File: src/rtl/sm3_msg_pack.sv
// Byte-stream to word packer feeding the SM3 core message port (big-endian, MSB-aligned masks).
// Optional per-message byte counter on msg_byte_cnt when SM3_PACK_LEN_CNT_EN is defined.
module sm3_msg_pack #(
    parameter int unsigned DW = 32,
    parameter int unsigned NB = DW / 8
) (
    input  logic          clk,
    input  logic          rst_n,
    input  logic [7:0]    byte_in_d,
    input  logic          byte_in_vld,
    input  logic          byte_in_lst,
    output logic          byte_in_rdy,
    output logic [DW-1:0] msg_inpt_d,
    output logic [NB-1:0] msg_inpt_vld_byte,
    output logic          msg_inpt_vld,
    output logic          msg_inpt_lst,
    input  logic          msg_inpt_rdy,
    output logic          busy
`ifdef SM3_PACK_LEN_CNT_EN
    ,
    output logic [60:0]   msg_byte_cnt
`endif
);

    localparam int unsigned CW = $clog2(NB);

    typedef enum logic [1:0] {
        S_IDLE,
        S_ACC,
        S_FULL
    } state_t;

    state_t          state_q, state_n;
    logic [CW-1:0]   cnt_q, cnt_n;
    logic [DW-1:0]   acc_q, acc_n;
    logic [NB-1:0]   full_vb_q, full_vb_n;
    logic            full_lst_q, full_lst_n;

    logic [DW-1:0]   out_d_n;
    logic [NB-1:0]   out_vb_n;
    logic            out_vld_n;
    logic            out_lst_n;
    logic            busy_n;

    logic            byte_acc_c;
    logic            fire_c;
    logic            out_free_c;
    logic            word_done_c;
    logic [DW-1:0]   word_c;
    logic [NB-1:0]   vb_c;

    assign byte_in_rdy = (state_q != S_FULL);
    assign byte_acc_c  = byte_in_vld && byte_in_rdy;
    assign fire_c      = msg_inpt_vld && msg_inpt_rdy;
    assign out_free_c  = !msg_inpt_vld || msg_inpt_rdy;
    assign word_done_c = (cnt_q == CW'(NB - 1)) || byte_in_lst;

    // Accumulator with the incoming byte merged at slot cnt_q, and the mask for cnt_q+1 bytes.
    always_comb begin
        word_c = acc_q;
        vb_c   = '0;
        for (int i = 0; i < NB; i++) begin
            if (CW'(i) == cnt_q) begin
                word_c[DW-1-8*i -: 8] = byte_in_d;
            end
            vb_c[NB-1-i] = (CW'(i) <= cnt_q);
        end
    end

    always_ff @(posedge clk or negedge rst_n) begin
        if (!rst_n) begin
            state_q           <= S_IDLE;
            cnt_q             <= '0;
            acc_q             <= '0;
            full_vb_q         <= '0;
            full_lst_q        <= 1'b0;
            msg_inpt_d        <= '0;
            msg_inpt_vld_byte <= '0;
            msg_inpt_vld      <= 1'b0;
            msg_inpt_lst      <= 1'b0;
            busy              <= 1'b0;
        end else begin
            state_q           <= state_n;
            cnt_q             <= cnt_n;
            acc_q             <= acc_n;
            full_vb_q         <= full_vb_n;
            full_lst_q        <= full_lst_n;
            msg_inpt_d        <= out_d_n;
            msg_inpt_vld_byte <= out_vb_n;
            msg_inpt_vld      <= out_vld_n;
            msg_inpt_lst      <= out_lst_n;
            busy              <= busy_n;
        end
    end

    // Next-state: a completed word goes straight to the output register when it is free, else parks in FULL.
    always_comb begin
        state_n    = state_q;
        cnt_n      = cnt_q;
        acc_n      = acc_q;
        full_vb_n  = full_vb_q;
        full_lst_n = full_lst_q;
        out_d_n    = msg_inpt_d;
        out_vb_n   = msg_inpt_vld_byte;
        out_vld_n  = msg_inpt_vld;
        out_lst_n  = msg_inpt_lst;
        busy_n     = busy;

        if (fire_c) begin
            out_vld_n = 1'b0;
        end

        case (state_q)
            S_IDLE, S_ACC: begin
                if (byte_acc_c) begin
                    if (word_done_c) begin
                        cnt_n = '0;
                        if (out_free_c) begin
                            out_d_n   = word_c;
                            out_vb_n  = vb_c;
                            out_lst_n = byte_in_lst;
                            out_vld_n = 1'b1;
                            acc_n     = '0;
                            state_n   = S_IDLE;
                        end else begin
                            acc_n      = word_c;
                            full_vb_n  = vb_c;
                            full_lst_n = byte_in_lst;
                            state_n    = S_FULL;
                        end
                    end else begin
                        acc_n   = word_c;
                        cnt_n   = cnt_q + CW'(1);
                        state_n = S_ACC;
                    end
                end
            end
            S_FULL: begin
                if (out_free_c) begin
                    out_d_n    = acc_q;
                    out_vb_n   = full_vb_q;
                    out_lst_n  = full_lst_q;
                    out_vld_n  = 1'b1;
                    acc_n      = '0;
                    full_vb_n  = '0;
                    full_lst_n = 1'b0;
                    state_n    = S_IDLE;
                end
            end
            default: begin
                state_n = S_IDLE;
            end
        endcase

        // Bytes still held in the accumulator belong to the next message, so busy survives the lst beat.
        if (byte_acc_c) begin
            busy_n = 1'b1;
        end else if (fire_c && msg_inpt_lst) begin
            busy_n = (state_q != S_IDLE);
        end
    end

`ifdef SM3_PACK_LEN_CNT_EN
    logic in_msg_q;

    // Per-message byte count; restarts at 1 on the first byte after a lst byte.
    always_ff @(posedge clk or negedge rst_n) begin
        if (!rst_n) begin
            msg_byte_cnt <= '0;
            in_msg_q     <= 1'b0;
        end else if (byte_acc_c) begin
            msg_byte_cnt <= in_msg_q ? (msg_byte_cnt + 61'(1)) : 61'(1);
            in_msg_q     <= !byte_in_lst;
        end
    end
`endif

endmodule
File: config.mk
export PLATFORM = sky130hd
export DESIGN_NAME = sm3_msg_pack
export DESIGN_NICKNAME = d
export VERILOG_FILES = /design/src/rtl/sm3_msg_pack.sv
export SDC_FILE = /design/constraint.sdc
export NUM_CORES = 1
export LEC_CHECK = 0
export BUFFER_PORTS_ARGS = -buffer_cell sky130_fd_sc_hd__buf_4
export CAP_MARGIN = 20
export CORE_UTILIZATION = 48
export CTS_BUF_LIST = sky130_fd_sc_hd__clkbuf_16
export DETAILED_ROUTE_END_ITERATION = 16
export GPL_ROUTABILITY_DRIVEN = 0
export PLACE_DENSITY = 0.72
export RECOVER_POWER = 25
export SLEW_MARGIN = 30
export SYNTH_ARGS = -nofsm -noshare
export SYNTH_HDL_FRONTEND = slang
export SYNTH_SLANG_ARGS = --single-unit
File: constraint.sdc
create_clock -name clk -period 1.7 [get_ports clk]
set_input_delay 0.51 -clock clk [delete_from_list [all_inputs] [get_ports clk]]
set_output_delay 0.51 -clock clk [all_outputs]
set_load 0.02 [all_outputs]
==> flow_metrics.tcl, run 1 <==
set metrics [dict create \
    worst_hold_path.endpoint "busy$_DFFE_PN0P_" \
    uppermost_signal_routing_layer_after_detailed_routing "met4" \
    cap_violations 0 \
    final_hold_viol_count 0 \
    dominantRegCellSynth "sky130_fd_sc_hd__dfrtp_1" \
    critical_path.reg2reg.startpoint "cnt_q[0]$_DFFE_PN0P_" \
    route.detailed.wl_per_inst_um 17.5 \
    wl_mm 8.18 \
    synthCells 308 \
    fin_cells 468 \
    globalRouteOverflowTotal 0 \
    die_x_um 87.8 \
    overall_track_demand_over_capacity_in_global_routing_pct 23.9 \
    core-area_sq_mm 0.00694 \
    place_inst 451 \
    dr_wl_met3_um 390 \
    num_vias 2674 \
    met2_wire_length_mm 4.02 \
    detail_route.drc_violations 0 \
    synth.largest_area_cell "sky130_fd_sc_hd__dfrtp_1" \
    critPathKind "reg2out" \
    power-per-cell-area_mw_per_mm2 1530 \
    avgViaCountPerCell 5.71 \
    status "finished, final reports clean" \
    start_util_pct 50.9 \
    clock_insertion_delay_worst_skew_ns 0.33 \
    critical_path.cell_chain "and2b_4, inv_6, buf_6" \
    htreeDepth 3 \
    clk_root_buffer_cell "sky130_fd_sc_hd__clkbuf_16" \
    drt_iter0_markers 166 \
    setup.worst_path.start_class "flop" \
    report.final.setup_viol 0 \
    timing_limited_maximum_frequency_ghz 0.591 \
    drt-pass1-iter-count 4 \
    min_delay_path_depth 3 \
    arrival_ns 1.18 \
    cp-startpoint "state_q[0]$_DFFE_PN0P_" \
    worst_path_largest_cell_delay_ns 0.37 \
    worst_clock_skew_ns 0.00712 \
    type_of_the_tightest_min_delay_check "in2reg" \
    finalCriticalPeriod_ns 1.69 \
    synth-seq-cells 80 \
    antenna_left 0 \
    met1Wirelength_mm 3.68 \
    number_of_nets_in_the_layout 384 \
    synth_area_leaders "sky130_fd_sc_hd__dfrtp_1 (57%), sky130_fd_sc_hd__a21oi_1 (9.8%), sky130_fd_sc_hd__mux2i_1 (9.6%), sky130_fd_sc_hd__a32o_1 (6.8%), sky130_fd_sc_hd__a22o_1 (2.0%)" \
    synth.lib_cells_used.distinct 34 \
    synth_edf_count 0 \
    cp_max_fo 11 \
    yosys_warnings 0 \
    antenna-diode-count 0 \
    post_synth_instance_area_sq_mm 0.00354 \
    tritoncts "built" \
    min_period_over_period_pct 99.5 \
    critical-path-top-delay-family "flip-flops" \
    synth.net_count 325 \
    portBuffers 52 \
    clock_tree.buffer_depth 2 \
    end_kind "output port" \
    die_area_sq_mm 0.00772 \
    power_w 0.00683 \
    post-synth-top-area-fraction_pct 56.6 \
    clkSinkCount 80 \
    setup.reg_to_reg.worst_slack_ns 0.08 \
    cts.clk_slew.worst_paths_ns 0.06 \
    min_from "byte_in_vld" \
    max-vdd-ir-drop_mv 0.777 \
    drive_above_1_share_pct 28.2 \
    unrepaired_setup_endpoints_after_global_routing "true" \
    worst-slew-pin-transition_ns 1.08 \
    cpMaxStageDelayCell "sky130_fd_sc_hd__dfrtp_1" \
    number_of_global_route_vias_before_repair 2696 \
    worstReg2RegEnd "msg_inpt_vld_byte[3]$_DFFE_PN0P_" \
    area_growth_syn_to_fin_pct 26.0 \
    chipHeight_um 87.8 \
    finalMaxSlewViolations 0 \
    std_cell_rows 30 \
    total_leakage_power_nw 2.15 \
    number_of_buffers_created_by_cts 9 \
    boundaryPins 53 \
    asyncSetResetFlopFracSynth_pct 100 \
    critical_path_buf_inv_count 2 \
    timing.slew.headroom_pct 27.8 \
    antenna_found_initial 0 \
    post_synth.cell_area_avg_sq_um 11.5 \
    ys_seq_area_share_pct 56.6 \
    grt_pass1_wl_mm 13.9 \
    crit_required_ns 1.19 \
    place.detailed.hpwl_mm 5.38 \
    r2r.worst_path.cells 6 \
    setup_tns_ns 0 \
    largest_net_degree_at_the_start_of_global_routing 81 \
]
## placed cells by master, fill, tap and decap left out, types with 2 or more instances in the layout
master	instances
sky130_fd_sc_hd__inv_6	2
sky130_fd_sc_hd__o21ai_4	4
sky130_fd_sc_hd__a21o_1	2
sky130_fd_sc_hd__nor2_1	3
sky130_fd_sc_hd__mux2i_1	34
sky130_fd_sc_hd__a21oi_1	69
sky130_fd_sc_hd__bufinv_16	2
sky130_fd_sc_hd__o21ai_0	6
sky130_fd_sc_hd__dfrtp_1	80
sky130_fd_sc_hd__clkbuf_4	2
sky130_fd_sc_hd__ha_1	4
sky130_fd_sc_hd__and2_1	2
sky130_fd_sc_hd__clkinv_4	2
sky130_fd_sc_hd__a22o_1	8
sky130_fd_sc_hd__clkbuf_16	9
sky130_fd_sc_hd__nor3_1	2
sky130_fd_sc_hd__inv_1	4
sky130_fd_sc_hd__a31oi_1	3
sky130_fd_sc_hd__nand2_2	5
sky130_fd_sc_hd__buf_4	73
sky130_fd_sc_hd__nand2_1	13
sky130_fd_sc_hd__a32o_1	24
sky130_fd_sc_hd__nand2b_1	3
## metrics by stage
| step | hold slack (ns) | utilization (%) | area, sq um | setup slack [ns] |
|---|---|---|---|---|
| final | 0.461 | 64.2 | 4460 | 0.00793 |
| after global routing | 0.475 | 64.2 | 4460 | -0.0287 |
| after CTS | 0.218 | 64.0 | 4450 | 0.00668 |
| after detailed placement | 0.473 | 59.2 | 4110 | -0.0396 |
| after global placement | 0.468 | 59.2 | 4110 | 0.0139 |
| after floorplan | 0.214 | - | 3540 | 0.00296 |
## kinds of logic (layout without fill, tap and decap cells)
group / after synthesis / after routing / synth area share (%)
fa+ha+maj: 4 / 4 / 1.41
simple gates: 34 / 34 / 5.02
mux: 35 / 35 / 9.94
flops: 80 / 80 / 56.6
buf+inv: 33 / 97 / 4.24
compound gates: 122 / 122 / 22.8
## worst reg2reg max path, stage by stage (launching register included)
cell	delay, ns
sky130_fd_sc_hd__dfrtp_1	0.38
sky130_fd_sc_hd__ha_1	0.24
sky130_fd_sc_hd__nor2_4	0.20
sky130_fd_sc_hd__o21ai_2	0.10
sky130_fd_sc_hd__and2_1	0.19
sky130_fd_sc_hd__buf_4	0.20
sky130_fd_sc_hd__o22a_1	0.20
## worst max-delay path by stage
stage / endpoint / slack [ns] / cells after the start
floorplan: msg_inpt_vld_byte[1]$_DFFE_PN0P_ / 0.003 / 7
global placement: acc_q[23]$_DFFE_PN0P_ / 0.01 / 6
detailed placement: acc_q[23]$_DFFE_PN0P_ / -0.04 / 6
CTS: byte_in_rdy / 0.007 / 3
global route: byte_in_rdy / -0.03 / 3
finish: byte_in_rdy / 0.008 / 3
## power by group
part / leakage [nW] / internal, W / switching [W] / total, W
registers: 1.00 / 0.00238 / 0.000266 / 0.00265
clock network: 0.157 / 0.00129 / 0.000756 / 0.00204
logic: 0.993 / 0.000924 / 0.00121 / 0.00214
## metal layers
| layer | vias up | GRT usage [%] |
|---|---|---|
| met5 | - | 0 |
| met4 | 0 | 8.79 |
| met3 | 6 | 3.96 |
| met2 | 71 | 37.4 |
| met1 | 1344 | 33.7 |
| li1 | 1253 | - |
## layout make-up
| type | instances | area, sq um |
|---|---|---|
| fill | 556 | 2490 |
| sequential | 80 | 2000 |
| multi-input combinational | 195 | 1420 |
| timing repair buffer | 76 | 574 |
| clock buffer | 9 | 225 |
| tap | 96 | 120 |
| clock inverter | 7 | 95.1 |
| inverter | 5 | 23.8 |
## state kept, by name, indices dropped and copies added (netlist names)
register	cells
acc_q	32
msg_inpt_d	32
full_vb_q	4
msg_inpt_vld_byte	4
cnt_q	2
state_q	2
busy	1
full_lst_q	1
msg_inpt_lst	1
msg_inpt_vld	1
## cells in the mapped netlist (2+ instances only)
| cell | count |
|---|---|
| sky130_fd_sc_hd__o21ai_1 | 2 |
| sky130_fd_sc_hd__o21ai_2 | 3 |
| sky130_fd_sc_hd__buf_4 | 4 |
| sky130_fd_sc_hd__nand2b_1 | 3 |
| sky130_fd_sc_hd__a22o_1 | 8 |
| sky130_fd_sc_hd__a32o_1 | 24 |
| sky130_fd_sc_hd__and2_1 | 2 |
| sky130_fd_sc_hd__o21ai_0 | 6 |
| sky130_fd_sc_hd__buf_2 | 9 |
| sky130_fd_sc_hd__a21o_1 | 2 |
| sky130_fd_sc_hd__inv_1 | 4 |
| sky130_fd_sc_hd__nor2_1 | 3 |
| sky130_fd_sc_hd__dfrtp_1 | 80 |
| sky130_fd_sc_hd__mux2i_1 | 34 |
| sky130_fd_sc_hd__ha_1 | 4 |
| sky130_fd_sc_hd__nand2_2 | 5 |
| sky130_fd_sc_hd__a31oi_1 | 3 |
| sky130_fd_sc_hd__clkbuf_1 | 15 |
| sky130_fd_sc_hd__nand2_1 | 13 |
| sky130_fd_sc_hd__nor3_1 | 2 |
| sky130_fd_sc_hd__a21oi_1 | 69 |
## what timing repair did
item / 4_1_cts / 5_1_grt
hold endpoints to repair: 0 / 0
gates resized for setup: 3 / 3
setup endpoints to repair: 1 / 21
hold buffers: 0 / 0
buffers inserted: 1 / 0
No activity file was read; power rests on OpenSTA's default activity.
==> run 2: changes to the inputs <==
--- a/config.mk
+++ b/config.mk
@@ -7,11 +7,11 @@
 export LEC_CHECK = 0
 export BUFFER_PORTS_ARGS = -buffer_cell sky130_fd_sc_hd__buf_4
 export CAP_MARGIN = 20
-export CORE_UTILIZATION = 48
+export CORE_UTILIZATION = 45
 export CTS_BUF_LIST = sky130_fd_sc_hd__clkbuf_16
 export DETAILED_ROUTE_END_ITERATION = 16
 export GPL_ROUTABILITY_DRIVEN = 0
-export PLACE_DENSITY = 0.72
+export PLACE_DENSITY = 0.68
 export RECOVER_POWER = 25
 export SLEW_MARGIN = 30
 export SYNTH_ARGS = -nofsm -noshare
==> run 2 against run 1 <==
Net effect:
- the run now ends with negative setup slack left
- non-clock buffer count grew 4
- sequential power about the same
- largest power group unchanged
- clock skew is 0.0025 ns lower
- register-to-register slack worse by 0.12 ns
- highest routed layer unchanged
- routed wire length decreased by 0.75%
- first-iteration DRC count fell by 4.2%
- sequential cell count stayed put
- design area is 0.95% higher
- global-route usage fell by 2.2 points
- setup slack got worse by 0.055 ns
- via count rose by 0.56%
- total power is 3.2% lower
==> flow_metrics.tcl, run 2 (same netlist as run 1, synthesis figures left out) <==
set metrics [dict create \
    crit_required_ns 1.19 \
    violations "negative setup slack" \
    drive_above_1_share_pct 28.5 \
    cap_violations 0 \
    antenna_found_initial 0 \
    place_ws_ns -0.00167 \
    place.detailed.hpwl_mm 5.53 \
    worst_clock_skew_ns 0.00465 \
    boundaryPins 53 \
    setup.reg_to_reg.worst_slack_ns -0.04 \
    final_cell_area_sq_mm 0.00450 \
    critical_path.reg2reg.startpoint "state_q[0]$_DFFE_PN0P_" \
    share_seq_of_total_power_pct 40.1 \
    power-per-cell-area_mw_per_mm2 1470 \
    number_of_global_route_vias_before_repair 2810 \
    drt-pass1-iter-count 4 \
    route.detailed.wl_per_inst_um 17.1 \
    tritoncts "built" \
    cp-startpoint "state_q[0]$_DFFE_PN0P_" \
    setup_tns_ns -0.345 \
    critical_path.cell_chain "and2b_4, inv_4, buf_6, buf_6" \
    area_growth_syn_to_fin_pct 27.2 \
    num_vias 2689 \
    number_of_nets_in_the_layout 388 \
    cts.clk_slew.worst_paths_ns 0.06 \
    worst_path_largest_cell_delay_ns 0.38 \
    die_area_sq_mm 0.00822 \
    avgViaCountPerCell 5.67 \
    arrival_ns 1.24 \
    start_util_pct 47.7 \
    cp_num_cells 4 \
    final_hold_viol_count 0 \
    max-vdd-ir-drop_mv 0.705 \
    wl_mm 8.12 \
    internal_power_w 0.00444 \
    min_period_over_period_pct 103 \
    status "finished, violations left" \
    worstReg2RegEnd "acc_q[1]$_DFFE_PN0P_" \
    clockPowerShare_pct 27.5 \
    die_x_um 90.7 \
    clkSinkCount 80 \
    setup_slack_ns -0.0470 \
    crit_path_end "byte_in_rdy" \
    worst-slew-pin-transition_ns 0.788 \
    critical-path-top-delay-family "flip-flops" \
    htreeDepth 3 \
    unrepaired_setup_endpoints_after_global_routing "true" \
    final.hold.worst_slack_ns 0.253 \
    drt_iter0_markers 159 \
    grt_pass1_wl_mm 14.0 \
    finalMaxSlewViolations 0 \
    placedInstanceArea_sq_mm 0.00415 \
    finalCriticalPeriod_ns 1.75 \
    final_cell_mix "sky130_fd_sc_hd__dfrtp_1 (80), sky130_fd_sc_hd__buf_4 (71), sky130_fd_sc_hd__a21oi_1 (69)" \
    r2r.worst_path.cells 7 \
    std_cell_rows 31 \
    timing_limited_maximum_frequency_ghz 0.572 \
    crit_top_cell "sky130_fd_sc_hd__buf_6" \
    critical_path_buf_inv_count 3 \
    largest_net_degree_at_the_start_of_global_routing 32 \
    report.final.setup_viol 25 \
    detail_route.drc_violations 0 \
    chipHeight_um 90.7 \
    cpMaxStageDelayCell "sky130_fd_sc_hd__dfrtp_1" \
    timing.slew.headroom_pct 47.4 \
    power.net_switching_w 0.00217 \
    overall_track_demand_over_capacity_in_global_routing_pct 21.7 \
    cp_max_fo 2 \
    type_of_the_tightest_min_delay_check "in2async" \
    clk_root_buffer_cell "sky130_fd_sc_hd__clkbuf_16" \
    clock_tree.buffer_depth 2 \
    largestRegisters "acc_q: 32 flops, msg_inpt_d: 32 flops" \
    antenna-diode-count 0 \
    globalRouteOverflowTotal 0 \
    pwr-share-comb_pct 32.5 \
    critPathKind "reg2out" \
    portBuffers 52 \
    clock_insertion_delay_worst_skew_ns 0.33 \
    power_w 0.00661 \
    end_kind "output port" \
    layout_commonest_cell "sky130_fd_sc_hd__dfrtp_1" \
    antenna_left 0 \
    fill_cells 610 \
    number_of_buffers_created_by_cts 9 \
    total_leakage_power_nw 2.18 \
    core-area_sq_mm 0.00741 \
    setup.worst_path.start_class "flop" \
    switching_share_pct 32.9 \
]
-- run 2: area by class of cell --
type                            count  area, sq um  share of cell area (%)
Multi-Input combinational cell    195         1430                    31.7
Inverter                            5         21.3                   0.473
Timing Repair Buffer               80          648                    14.4
Tap cell                           99          124                    2.75
Sequential cell                    80         2000                    44.5
Clock inverter                      6         52.6                    1.17
Clock buffer                        9          225                    5.01
-- run 2: timing repair --
action | 4_1_cts | 5_1_grt
buffers inserted | 2 | 3
endpoints found under the setup margin | 1 | 59
hold buffers | 0 | 0
gates resized for setup | 3 | 7
pin swaps | 0 | 10
-- run 2: worst register-to-register path: stages, from the launching register on --
cell,delay (ns)
sky130_fd_sc_hd__dfrtp_1,0.38
sky130_fd_sc_hd__and2b_4,0.27
sky130_fd_sc_hd__inv_4,0.04
sky130_fd_sc_hd__buf_6,0.12
sky130_fd_sc_hd__buf_12,0.13
sky130_fd_sc_hd__o21ai_4,0.28
sky130_fd_sc_hd__nand2_4,0.13
sky130_fd_sc_hd__a22o_1,0.27
-- run 2: how the worst min path moves through the flow --
stage / start / endpoint / slack, ns / cells past startpoint
floorplan: rst_n / acc_q[0]$_DFFE_PN0P_ / 0.21 / 0
global placement: full_vb_q[3]$_DFFE_PN0P_ / full_vb_q[3]$_DFFE_PN0P_ / 0.46 / 1
detailed placement: rst_n / msg_inpt_d[1]$_DFFE_PN0P_ / 0.48 / 1
CTS: rst_n / msg_inpt_d[11]$_DFFE_PN0P_ / 0.13 / 1
global route: rst_n / msg_inpt_d[6]$_DFFE_PN0P_ / 0.31 / 1
finish: rst_n / busy$_DFFE_PN0P_ / 0.25 / 1
-- run 2: metal layers --
metal  GRT usage [%]  part of all wire, %  vias up
li1                -                    -     1269
met1            28.4                   45     1336
met2            35.7                   49       70
met3            3.11                  4.1       14
met4            10.1                  1.9        0
met5               0                    0        -
-- run 2: power by group through the flow --
stage	registers [W]	logic, W	clock network, W
finish	0.00265	0.00215	0.00182
global route	0.00272	0.00234	0.00192
detailed placement	0.00268	0.00212	0
floorplan	0.00304	0.000886	0
CTS	0.00265	0.00214	0.00185
global placement	0.00266	0.00209	0
-- run 2: metrics by stage --
step,instances,util [%]
after floorplan,308,-
after global placement,454,56.0
after detailed placement,454,56.0
after CTS,471,60.1
after global routing,474,60.7
final,474,60.7
==> run 3: changes to the inputs <==
--- a/config.mk
+++ b/config.mk
@@ -11,9 +11,10 @@
 export CTS_BUF_LIST = sky130_fd_sc_hd__clkbuf_16
 export DETAILED_ROUTE_END_ITERATION = 16
 export GPL_ROUTABILITY_DRIVEN = 0
-export PLACE_DENSITY = 0.68
+export PLACE_DENSITY_LB_ADDON = 0.3
 export RECOVER_POWER = 25
 export SLEW_MARGIN = 30
 export SYNTH_ARGS = -nofsm -noshare
 export SYNTH_HDL_FRONTEND = slang
 export SYNTH_SLANG_ARGS = --single-unit
+export TNS_END_PERCENT = 50
==> run 3 against run 2 <==
Net effect:
- the flow now finishes without violations
- sequential cell count did not move
- routed wire length fell by 1.9%
- clock power barely moved
- largest power group unchanged
==> flow_metrics.tcl, run 3 (same netlist as run 1, synthesis figures left out) <==
set metrics [dict create \
    status "finished, final reports clean" \
    cts.clk_slew.worst_paths_ns 0.06 \
    globalRouteOverflowTotal 0 \
    number_of_global_route_vias_before_repair 2599 \
    chipHeight_um 90.7 \
    total_leakage_power_nw 2.14 \
    clkSinkCount 80 \
    tritoncts "built" \
    grt_pass1_wl_mm 13.4 \
    clock_insertion_delay_worst_skew_ns 0.33 \
    antenna_found_initial 0 \
    report.final.setup_viol 0 \
    crit_required_ns 1.19 \
    clock_tree.buffer_depth 2 \
    place.detailed.hpwl_mm 5.58 \
    unrepaired_setup_endpoints_after_global_routing "true" \
    portBuffers 52 \
    worst-slew-pin-transition_ns 0.754 \
    boundaryPins 53 \
    route.detailed.wl_per_inst_um 17.0 \
    drt-pass1-iter-count 5 \
    die_area_sq_mm 0.00822 \
    overall_track_demand_over_capacity_in_global_routing_pct 21.0 \
    antenna_left 0 \
    drive_above_1_share_pct 27.6 \
    final_cell_mix "sky130_fd_sc_hd__dfrtp_1 (80), sky130_fd_sc_hd__buf_4 (70), sky130_fd_sc_hd__a21oi_1 (69)" \
    setup.worst_path.start_class "flop" \
    die_x_um 90.7 \
    power-per-cell-area_mw_per_mm2 1480 \
    critical_path_buf_inv_count 2 \
    wl_mm 7.96 \
    largest_net_degree_at_the_start_of_global_routing 30 \
    timing_limited_maximum_frequency_ghz 0.594 \
    power_w 0.00656 \
    critPathKind "reg2out" \
    cp_max_fo 6 \
    critical-path-top-delay-family "flip-flops" \
    number_of_buffers_created_by_cts 9 \
    start_util_pct 47.7 \
    core-area_sq_mm 0.00741 \
    cap_violations 0 \
    fill_cells 631 \
    avgViaCountPerCell 5.68 \
    number_of_nets_in_the_layout 384 \
    final_hold_viol_count 0 \
    detail_route.drc_violations 0 \
    final_cell_area_sq_mm 0.00443 \
    antenna-diode-count 0 \
    clk_root_buffer_cell "sky130_fd_sc_hd__clkbuf_16" \
    arrival_ns 1.17 \
    std_cell_rows 31 \
    finalCriticalPeriod_ns 1.68 \
    worst_path_largest_cell_delay_ns 0.38 \
    end_kind "output port" \
    critical_path.cell_chain "and2b_4, inv_6, buf_6" \
    finalMaxSlewViolations 0 \
    layout_commonest_cell "sky130_fd_sc_hd__dfrtp_1" \
    htreeDepth 3 \
    drt_iter0_markers 157 \
    type_of_the_tightest_min_delay_check "in2async" \
    max-vdd-ir-drop_mv 0.708 \
    area_growth_syn_to_fin_pct 25.3 \
    cpMaxStageDelayCell "sky130_fd_sc_hd__dfrtp_1" \
    worst_clock_skew_ns 0.00627 \
    postCtsHoldBufs 0 \
    num_vias 2663 \
    largestRegisters "acc_q: 32 flops, msg_inpt_d: 32 flops" \
    timing.slew.headroom_pct 49.8 \
    min_period_over_period_pct 99.0 \
    placedInstanceArea_sq_mm 0.00416 \
]
-- run 3: cell types whose count changed in the layout (fill, tap and decap cells not counted), moves of 2 or more --
cell / delta
sky130_fd_sc_hd__buf_6: -3
sky130_fd_sc_hd__clkinv_2: -2
sky130_fd_sc_hd__nand2_2: +2
sky130_fd_sc_hd__nand2_4: -2
sky130_fd_sc_hd__o21ai_2: +2
sky130_fd_sc_hd__o21ai_4: -2
-- run 3: power breakdown --
group	internal (W)	total (W)	switching, W
registers	0.00239	0.00265	0.000264
clock network	0.00111	0.00179	0.000687
logic	0.000928	0.00211	0.00119
-- run 3: final cells by class --
cell class              instances  area [sq um]  share of cell area (%)
clock inverters                 5          50.0                    1.13
repair buffers                 76           607                    13.7
clock buffers                   9           225                    5.08
flip-flops and latches         80          2000                    45.2
well taps                      99           124                    2.79
inverters                       5          23.8                   0.536
multi-input cells             195          1400                    31.6
-- run 3: final timing paths --
path                                         from  depth (start not counted)                   endpoint  slack, ns
min in group clk                      byte_in_vld                          3           busy$_DFFE_PN0P_       0.44
hold / removal                              rst_n                          1           busy$_DFFE_PN0P_       0.24
max in group asynchronous                   rst_n                          2  msg_inpt_d[6]$_DFFE_PN0P_       0.38
hold reg to reg             acc_q[20]$_DFFE_PN0P_                          1      acc_q[20]$_DFFE_PN0P_       0.49
setup reg to reg           state_q[0]$_DFFE_PN0P_                          6       acc_q[2]$_DFFE_PN0P_       0.06
setup / recovery           state_q[0]$_DFFE_PN0P_                          3                byte_in_rdy       0.02
-- run 3: repair_timing --
item,CTS,global route
buffers inserted,1,0
endpoints found under the setup margin,1,25
gates resized for setup,2,2
-- run 3: metrics by stage --
| stage | hold slack [ns] | util (%) | worst slack [ns] | TNS [ns] | instances |
|---|---|---|---|---|---|
| floorplan | 0.214 | - | 0.00296 | 0 | 308 |
| global placement | 0.462 | 56.1 | 0.0100 | 0 | 455 |
| detailed placement | 0.468 | 56.1 | -0.0283 | -0.138 | 455 |
| CTS | 0.116 | 59.9 | 0.0116 | 0 | 469 |
| global route | 0.303 | 59.8 | -0.0404 | -0.392 | 469 |
| finish | 0.242 | 59.8 | 0.0175 | 0 | 469 |
-- run 3: metal layers --
metal	GRT usage, %	part of all wire (%)
met2	31.8	48
met1	29.5	47
met4	9.41	1.8
met3	3.45	3.8
met5	0	0
